## config.mk

```make
export PLATFORM = sky130hd
export DESIGN_NAME = lb_timer
export DESIGN_NICKNAME = d
export VERILOG_FILES = /design/src/rtl/lb_timer.sv
export SDC_FILE = /design/constraint.sdc
export NUM_CORES = 1
export LEC_CHECK = 0
export ABC_AREA = 1
export BUFFER_PORTS_ARGS = -buffer_cell sky130_fd_sc_hd__buf_2
export CORE_ASPECT_RATIO = 0.7
export CORE_MARGIN = 2
export CORE_UTILIZATION = 45
export DETAILED_ROUTE_END_ITERATION = 7
export PLACE_DENSITY = 0.65
export SLEW_MARGIN = 20
export SYNTH_ARGS = -nofsm -noshare
export SYNTH_HDL_FRONTEND = slang
export SYNTH_SLANG_ARGS = --single-unit
```

## constraint.sdc

```tcl
create_clock -name lb_clk -period 1.5 [get_ports lb_clk]
set_clock_uncertainty 0.05 [all_clocks]
set_input_delay 0.3 -clock lb_clk [delete_from_list [all_inputs] [get_ports lb_clk]]
set_output_delay 0.3 -clock lb_clk [all_outputs]
set_load 0.01 [all_outputs]
```

## src/rtl/lb_timer.sv

```systemverilog
`default_nettype none
// ============================================================================
// Module   : lb_timer (with lb_pkg)
// Brief    : LB-bus responder hosting a prescaled 32-bit timer with compare
//            match, level interrupt and optional capture input
//            (enabled by defining LB_TIMER_CAPTURE_EN).
// Revision : 1.0 - initial release
// ============================================================================

package lb_pkg;
    localparam int LB_ADDR_WIDTH = 16;

    typedef struct packed {
        logic                     ren;
        logic                     wen;
        logic [LB_ADDR_WIDTH-1:0] addr;
        logic [31:0]              wdata;
        logic [1:0]               write_width;
    } lb_slave_t;
endpackage

module lb_timer
    import lb_pkg::*;
#(
    parameter logic [31:0] BASE_ADDR  = 32'h0000_0000,
    parameter int          PRESCALE_W = 16
) (
    input  logic        lb_clk,
    input  logic        rst_n,
    input  lb_slave_t   bus,
`ifdef LB_TIMER_CAPTURE_EN
    input  logic        cap_in,
`endif
    output logic [31:0] rdata,
    output logic        irq
);

    localparam logic [2:0] c_CTRL     = 3'd0;
    localparam logic [2:0] c_PRESCALE = 3'd1;
    localparam logic [2:0] c_COMPARE  = 3'd2;
    localparam logic [2:0] c_COUNT    = 3'd3;
    localparam logic [2:0] c_STATUS   = 3'd4;
    localparam logic [2:0] c_CAPTURE  = 3'd5;

    logic [3:0]            r_ctrl;
    logic [PRESCALE_W-1:0] r_prescale;
    logic [31:0]           r_compare;
    logic [31:0]           r_count;
    logic                  r_match;
    logic [PRESCALE_W-1:0] r_pcnt;

    logic        w_hit;
    logic [2:0]  w_idx;
    logic        w_rd;
    logic        w_wr;
    logic        w_wvalid;
    logic [31:0] w_wmask;
    logic [31:0] w_wdata_al;
    logic [31:0] w_cur;
    logic [31:0] w_merged;
    logic [31:0] w_w1c;
    logic        w_wr_ctrl;
    logic        w_wr_pre;
    logic        w_wr_cmp;
    logic        w_wr_cnt;
    logic        w_wr_sts;
    logic        w_tick;
    logic        w_match_ev;
    logic [31:0] w_capture;
    logic        w_cap_flag;

    assign w_hit = (bus.addr[LB_ADDR_WIDTH-1:5] == BASE_ADDR[LB_ADDR_WIDTH-1:5]);
    assign w_idx = bus.addr[4:2];
    assign w_rd  = bus.ren & w_hit;

    // Align the write value onto its byte lanes; misaligned halves are dropped.
    always_comb begin
        w_wmask    = 32'h0;
        w_wdata_al = 32'h0;
        w_wvalid   = 1'b0;
        case (bus.write_width)
            2'b00: begin
                w_wmask    = 32'h0000_00FF << {bus.addr[1:0], 3'b000};
                w_wdata_al = {24'h0, bus.wdata[7:0]} << {bus.addr[1:0], 3'b000};
                w_wvalid   = 1'b1;
            end
            2'b01: begin
                if (!bus.addr[0]) begin
                    w_wmask    = 32'h0000_FFFF << {bus.addr[1], 4'b0000};
                    w_wdata_al = {16'h0, bus.wdata[15:0]} << {bus.addr[1], 4'b0000};
                    w_wvalid   = 1'b1;
                end
            end
            default: begin
                w_wmask    = 32'hFFFF_FFFF;
                w_wdata_al = bus.wdata;
                w_wvalid   = 1'b1;
            end
        endcase
    end

    always_comb begin
        w_cur = 32'h0;
        case (w_idx)
            c_CTRL:     w_cur = {28'h0, r_ctrl};
            c_PRESCALE: w_cur = 32'(r_prescale);
            c_COMPARE:  w_cur = r_compare;
            c_COUNT:    w_cur = r_count;
            c_STATUS:   w_cur = {30'h0, w_cap_flag, r_match};
            c_CAPTURE:  w_cur = w_capture;
            default:    w_cur = 32'h0;
        endcase
    end

    assign rdata     = w_rd ? w_cur : 32'h0;
    assign w_merged  = (w_cur & ~w_wmask) | (w_wdata_al & w_wmask);
    assign w_w1c     = w_wdata_al & w_wmask;

    assign w_wr      = bus.wen & w_hit & w_wvalid;
    assign w_wr_ctrl = w_wr && (w_idx == c_CTRL);
    assign w_wr_pre  = w_wr && (w_idx == c_PRESCALE);
    assign w_wr_cmp  = w_wr && (w_idx == c_COMPARE);
    assign w_wr_cnt  = w_wr && (w_idx == c_COUNT);
    assign w_wr_sts  = w_wr && (w_idx == c_STATUS);

    assign w_tick     = r_ctrl[0] && (r_pcnt == r_prescale);
    assign w_match_ev = w_tick && (r_count == r_compare);

    always_ff @(posedge lb_clk or negedge rst_n) begin
        if (!rst_n) begin
            r_ctrl     <= '0;
            r_prescale <= '0;
            r_compare  <= '0;
            r_count    <= '0;
            r_match    <= 1'b0;
            r_pcnt     <= '0;
        end else begin
            if (w_wr_ctrl)
                r_ctrl <= w_merged[3:0];
            // One-shot disable overrides any same-edge CTRL write.
            if (w_match_ev && r_ctrl[2])
                r_ctrl[0] <= 1'b0;

            if (w_wr_pre)
                r_prescale <= w_merged[PRESCALE_W-1:0];
            if (w_wr_cmp)
                r_compare <= w_merged;

            if (w_wr_ctrl || w_wr_pre)
                r_pcnt <= '0;
            else if (r_ctrl[0])
                r_pcnt <= w_tick ? '0 : r_pcnt + PRESCALE_W'(1);

            if (w_wr_cnt)
                r_count <= w_merged;
            else if (w_tick)
                r_count <= (w_match_ev && r_ctrl[1]) ? 32'h0 : r_count + 32'h1;

            if (w_match_ev)
                r_match <= 1'b1;
            else if (w_wr_sts && w_w1c[0])
                r_match <= 1'b0;
        end
    end

`ifdef LB_TIMER_CAPTURE_EN
    logic [2:0]  r_cap_sync;
    logic [31:0] r_capture;
    logic        r_cap;
    logic        w_cap_edge;

    // Two synchroniser flops plus one edge-history flop.
    assign w_cap_edge = r_cap_sync[1] & ~r_cap_sync[2];

    always_ff @(posedge lb_clk or negedge rst_n) begin
        if (!rst_n) begin
            r_cap_sync <= '0;
            r_capture  <= '0;
            r_cap      <= 1'b0;
        end else begin
            r_cap_sync <= {r_cap_sync[1:0], cap_in};
            if (w_cap_edge && r_ctrl[0]) begin
                r_capture <= r_count;
                r_cap     <= 1'b1;
            end else if (w_wr_sts && w_w1c[1]) begin
                r_cap     <= 1'b0;
            end
        end
    end

    assign w_capture  = r_capture;
    assign w_cap_flag = r_cap;
`else
    assign w_capture  = 32'h0;
    assign w_cap_flag = 1'b0;
`endif

    assign irq = (r_match | w_cap_flag) & r_ctrl[3];

endmodule

`default_nettype wire

```

---- Yosys cells after proc, flatten, opt, wreduce, memory -nomap -nowiden ----
Cells that the tools add are included.
word-level totals
  bits of input ports ..................... 54
  output and inout port bits .............. 33
  word-level logic and storage cells ...... 64
  bits in registers ....................... 101
cells by class
  bitwise gates (word level) .............. 8
  add/sub/neg operators ................... 2
  muxes and demuxes ....................... 18
  shift operators ......................... 4
  equal/unequal tests ..................... 7
  reduce and logical (&&, ||, !) cells .... 18
operators by type and width
  operator                                           number
  two-way mux 32 bit                                 6
  case mux 32 bit (5 select lines)                   1
  case mux 32 bit (2 select lines)                   2
  AND 32 bit                                         2
  two-way mux 16 bit                                 3
  adder 32 x 1 -> 32 bit, second input constant      1
  == test 32 bit                                     1
  inverter 32 bit                                    1
  bitwise OR 32 bit                                  1
  left shift 16 x 5 -> 32 bit                        1
  left shift 16 x 5 -> 32 bit, first input constant  1
  left shift 8 x 5 -> 32 bit                         1
  left shift 8 x 5 -> 32 bit, first input constant   1
  adder 16 x 1 -> 16 bit, second input constant      1
  == test 16 bit                                     1
  logical NOT 11 bit                                 1
  logical AND 1 bit                                  10
  nonzero test 2 bit                                 4
  == test 3 x 2 -> 1 bit, second input constant      2
  two-way mux 1 bit                                  6
  AND 1 bit                                          4
  == test 3 x 1 -> 1 bit, second input constant      1
  == test 3 bit, second input constant               1
  logical NOT 3 bit                                  1
  other kinds (3)                                    3

---- Depth between registers and ports, before layout ----
  depth after elaboration ................. 8
  gate-level depth with buffers ........... 14
  mapped depth without buffers ............ 13

---- Worst setup path before layout ----
No wires, ideal clock.
  path kind ............................... input -> output
  from .................................... input bus[40] (netlist name)
  to ...................................... output rdata[10]
  slack ................................... -0.186 ns
  data arrival time ....................... 1.336 ns
  buffers on the path ..................... 1
  stages .................................. 7
  required time ........................... 1.150 ns
  path through ............................ nor2_1 > nand2_1 > and2b_1 > and2_1 > nand2_1 > clkbuf_1 > a31oi_1
between the ends
  longest elaborated chain between the ends .. 3
ends and longest elaborated chain
  element             line  source
  start: declaration  30    input lb_slave_t bus,
  logical NOT 11 bit  72    assign w_hit = (bus.addr[LB_ADDR_WIDTH-1:5] == BASE_ADDR[LB_ADDR_WIDTH-1:5]);
  AND 1 bit           74    assign w_rd = bus.ren & w_hit;
  two-way mux 32 bit  115   assign rdata = w_rd ? w_cur : 32'h0;
  end: declaration    34    output logic [31:0] rdata,
Every way passes these cells.

---- Final worst setup path ----
  from .................................... register r_count[21]
  to ...................................... register r_count[26]
between the ends
  longest elaborated chain between the ends .. 6
  elaborated cells between the ends (all ways) .. 7
  classes of those cells .................. add/sub: 1; eq/ne: 1; mux: 3; reduce/logical: 2
ends and longest elaborated chain
  element                                                         line  source
  start: declaration                                              48    logic [31:0] r_count;
  start signal: assignment                                        155   r_count <= w_merged;
  start signal: assignment                                        157   r_count <= (w_match_ev && r_ctrl[1]) ? 32'h0 : r_count + 32'h1;
  branches (longest 3 deep; another with adder 32 x 1 -> 32 bit)  -
  two-way mux 32 bit *                                            157
  two-way mux 32 bit *                                            156   else if (w_tick)
  two-way mux 32 bit *                                            154   if (w_wr_cnt)
Mark *: on every way between the ends. The select of a mux whose other input is x is not followed.
A chain may end at the register's enable or synchronous reset.

==> flow_metrics.py <==
metrics = {
    "run_status": {
        "status": "complete, but fails checks",
        "failed_checks": "setup timing",
    },
    "drt": {
        "wl_mm": 37.5,
        "wl_per_cell_um": 19.2,
        "drtPass1Iterations": 6,
        "via_per_inst": 5.48,
        "ant_nets": 0,
        "vias": 10700,
        "drtIter0Drc": 1324,
        "drc_errors": 0,
    },
    "critical_path": {
        "crit_slowest_cell": "dfrtp_1",
        "reg2reg_depth": 13,
        "crit_buf_inv": 3,
        "worst_setup_path_start_kind": "flop",
        "crit_chain": "buf_6, nand2_4, nand2_2, inv_1, nand2_1, nor2_2, nand2_2, nor2_4, nand3_4, nand2_8, clkinv_8, nand2_4, nand2_2",
        "cp_top_family": "simple AND/OR/NAND/NOR gates",
        "path_class": "flop to flop",
        "crit_path_end_kind": "flop",
        "crit_top_cell": "nand2_2",
        "critPathRequiredTime_ps": 1710,
        "cp_max_fo": 7,
        "cp.arrival_ps": 2150,
        "r2r-start": "r_count[21]",
        "reg2reg_to": "r_count[26]",
        "rrSetupSlack_ps": -440,
        "slowest_delay_ps": 390,
    },
    "timing": {
        "setup-violations-final": 89,
        "fmax_mhz": 516,
        "finalWorstPathRequiredPeriod_ps": 1940,
        "fin_crit_sh_pct": 129,
        "layout_setup_ws_ps": -439,
        "grt_setup_unrepaired": "yes",
        "finalHoldViolations": 0,
        "slew_violations": 0,
        "slew_headroom_pct": 69.0,
        "tightest_slew_ps": 464,
    },
    "synth": {
        "ys_seq_area_share_pct": 31.3,
        "yosys.cell_count.top_type": "nand2_1",
        "yosysTopAreaCellShare_pct": 31.3,
        "synth-edff-count": 0,
        "synth.largest_area_cell": "dfrtp_1",
        "synth_common_cells": "nand2_1 (485), inv_1 (194), nor2_1 (122), dfrtp_1 (101), nand3_1 (88)",
        "synth_simple_gate_area_share_pct": 42.4,
        "synth_area_leaders": "dfrtp_1 (31%), nand2_1 (23%), inv_1 (9.0%)",
        "muxShareOfSynthArea_pct": 0,
        "synth_xor_area_share_pct": 4.77,
        "synth_top_flop_cell": "dfrtp_1",
        "synth.cell_area_um2": 8080,
        "synth_nets": 1381,
        "synthArstFlopShare_pct": 100,
        "synth_top_family_by_area": "simple AND/OR/NAND/NOR gates",
        "synthAdderAreaFrac_pct": 0.310,
        "synth_compound_area_share_pct": 8.66,
        "syn_inst": 1325,
        "syn_area_per_cell_um2": 6.10,
        "yosysUniqueCellTypes": 38,
        "ys_ff_latch": 101,
        "yosys_warnings": 0,
    },
    "clock_tree": {
        "worstSkewPairLatency_ps": 370,
        "clockRootBuffer": "clkbuf_16",
        "cts.clk_slew.worst_paths_ps": 80,
        "cts.sinks": 101,
        "cts_buffers": 9,
        "cts_buffer_depth": 2,
        "cts_tree": "done",
        "htreeDepth": 3,
    },
    "run": {
        "maxCapViolCount": 0,
    },
    "global_routing": {
        "grt_pass1_vias": 9750,
        "grt-ovfl-total": 0,
        "grt_max_degree": 38,
        "antenna_found_initial": 0,
        "grt_pass1_wl_mm": 52.7,
        "grtUsageTotal_pct": 36.7,
    },
    "power_and_ir_drop": {
        "finalPower_mw": 6.04,
        "ir_drop_mv": 0.463,
        "leakagePower_nw": 6.86,
        "cellPowerDensity_nw_per_um2": 438,
    },
    "floorplanning": {
        "die_w_um": 164,
        "core_area_um2": 17400,
        "rows": 40,
        "ios": 87,
        "die_h_um": 116,
        "die-area_um2": 19100,
        "initial_core_util_pct": 46.5,
    },
    "place": {
        "gp_congestion": 1.05,
        "post-dp-hpwl_mm": 24.6,
        "port_buffers": 86,
        "place_area_um2": 11300,
    },
    "hold_path": {
        "hp-start": "bus[25]",
        "min_path_cells": 5,
        "hp-class": "input port to flop",
        "hold_end": "r_compare[23]",
    },
    "finish": {
        "nNetsFinal": 1772,
        "final_area_um2": 13800,
        "syn2layout_area_growth_pct": 70.6,
        "diodes": 0,
        "drive_gt1_share_pct": 44.7,
    },
}
cell type report:
class	instances	area, um2
multi-input cells	974	6080
repair buffers	425	3770
fillers	1188	3580
flip-flops and latches	101	2530
inverters	204	805
well taps	231	289
clock buffers	11	243
clock inverters	5	43.8
repair inverters	1	16.3
cell usage in the layout (no fill, tap or decap), drive strengths merged, types with 22 or more instances in the layout:
cell	count
nand2	503
xnor2	22
buf	419
xor2	22
nor3	34
nand3	91
nor2	132
nand4	41
o21ai	81
inv	203
dfrtp	101
metrics by stage:
stage | setup TNS [ps] | cells | worst slack (ps) | hold WS (ps) | util [%]
after global routing | -34220 | 1952 | -503 | 251 | 79.4
after CTS | -19800 | 1922 | -323 | 224 | 73.2
after floorplan | -6090 | 1325 | -137 | -45.6 | -
after global placement | -43850 | 1867 | -457 | 141 | 64.9
final | -27350 | 1952 | -439 | 226 | 79.4
after detailed placement | -47650 | 1867 | -462 | 140 | 64.9
logic make-up after synthesis:
family,after synthesis
AOI/OAI and AO/OA,122
adders and majority gates,2
DFF,101
xor gates and xnor gates,44
and+or+nand+nor,804
buffers and inverters,252
report_power, final:
group          internal [mW]  total [mW]  leakage, nW  switching (mW)
Combinational          0.328       0.869         5.52           0.541
Sequential              2.72        2.73         1.21         0.00522
Clock                   1.20        2.44        0.134            1.24
state kept, by name, indices dropped and copies added, names as in the netlist:
register,count
r_compare,32
r_prescale,16
r_pcnt,16
r_match,1
r_ctrl,4
r_count,32
metal layers:
metal  track usage [%]  share of wire, %
met5                 0                 0
met4              7.54               1.9
met3              10.4                12
met1              53.9                43
met2              53.8                43
worst max-delay path by stage:
stage	to	cells past startpoint	slack, ps	start
2_1_floorplan	r_count[20]	12	-140	r_count[18]
3_3_place_gp	rdata[9]	9	-460	bus[43]
3_5_place_dp	rdata[15]	9	-460	bus[43]
4_1_cts	rdata[0]	8	-320	r_count[0]
5_1_grt	r_count[26]	13	-500	r_count[21]
6_report	r_count[26]	13	-440	r_count[21]
worst min-delay path: stages:
cell and delay [ps]:
buf_2 80, nand2_1 40, nand3_1 90, nand2_1 50
o21ai_0 60
timing repair:
| action | CTS | global route |
|---|---|---|
| cloned | 4 | 7 |
| pin swaps | 68 | 84 |
| resized for setup | 211 | 214 |
| hold buffers | 1 | 0 |
| setup buffers | 38 | 29 |
| setup endpoints to repair | 87 | 113 |
| hold endpoints to repair | 12 | 0 |
(Power assumes the default switching activity.)
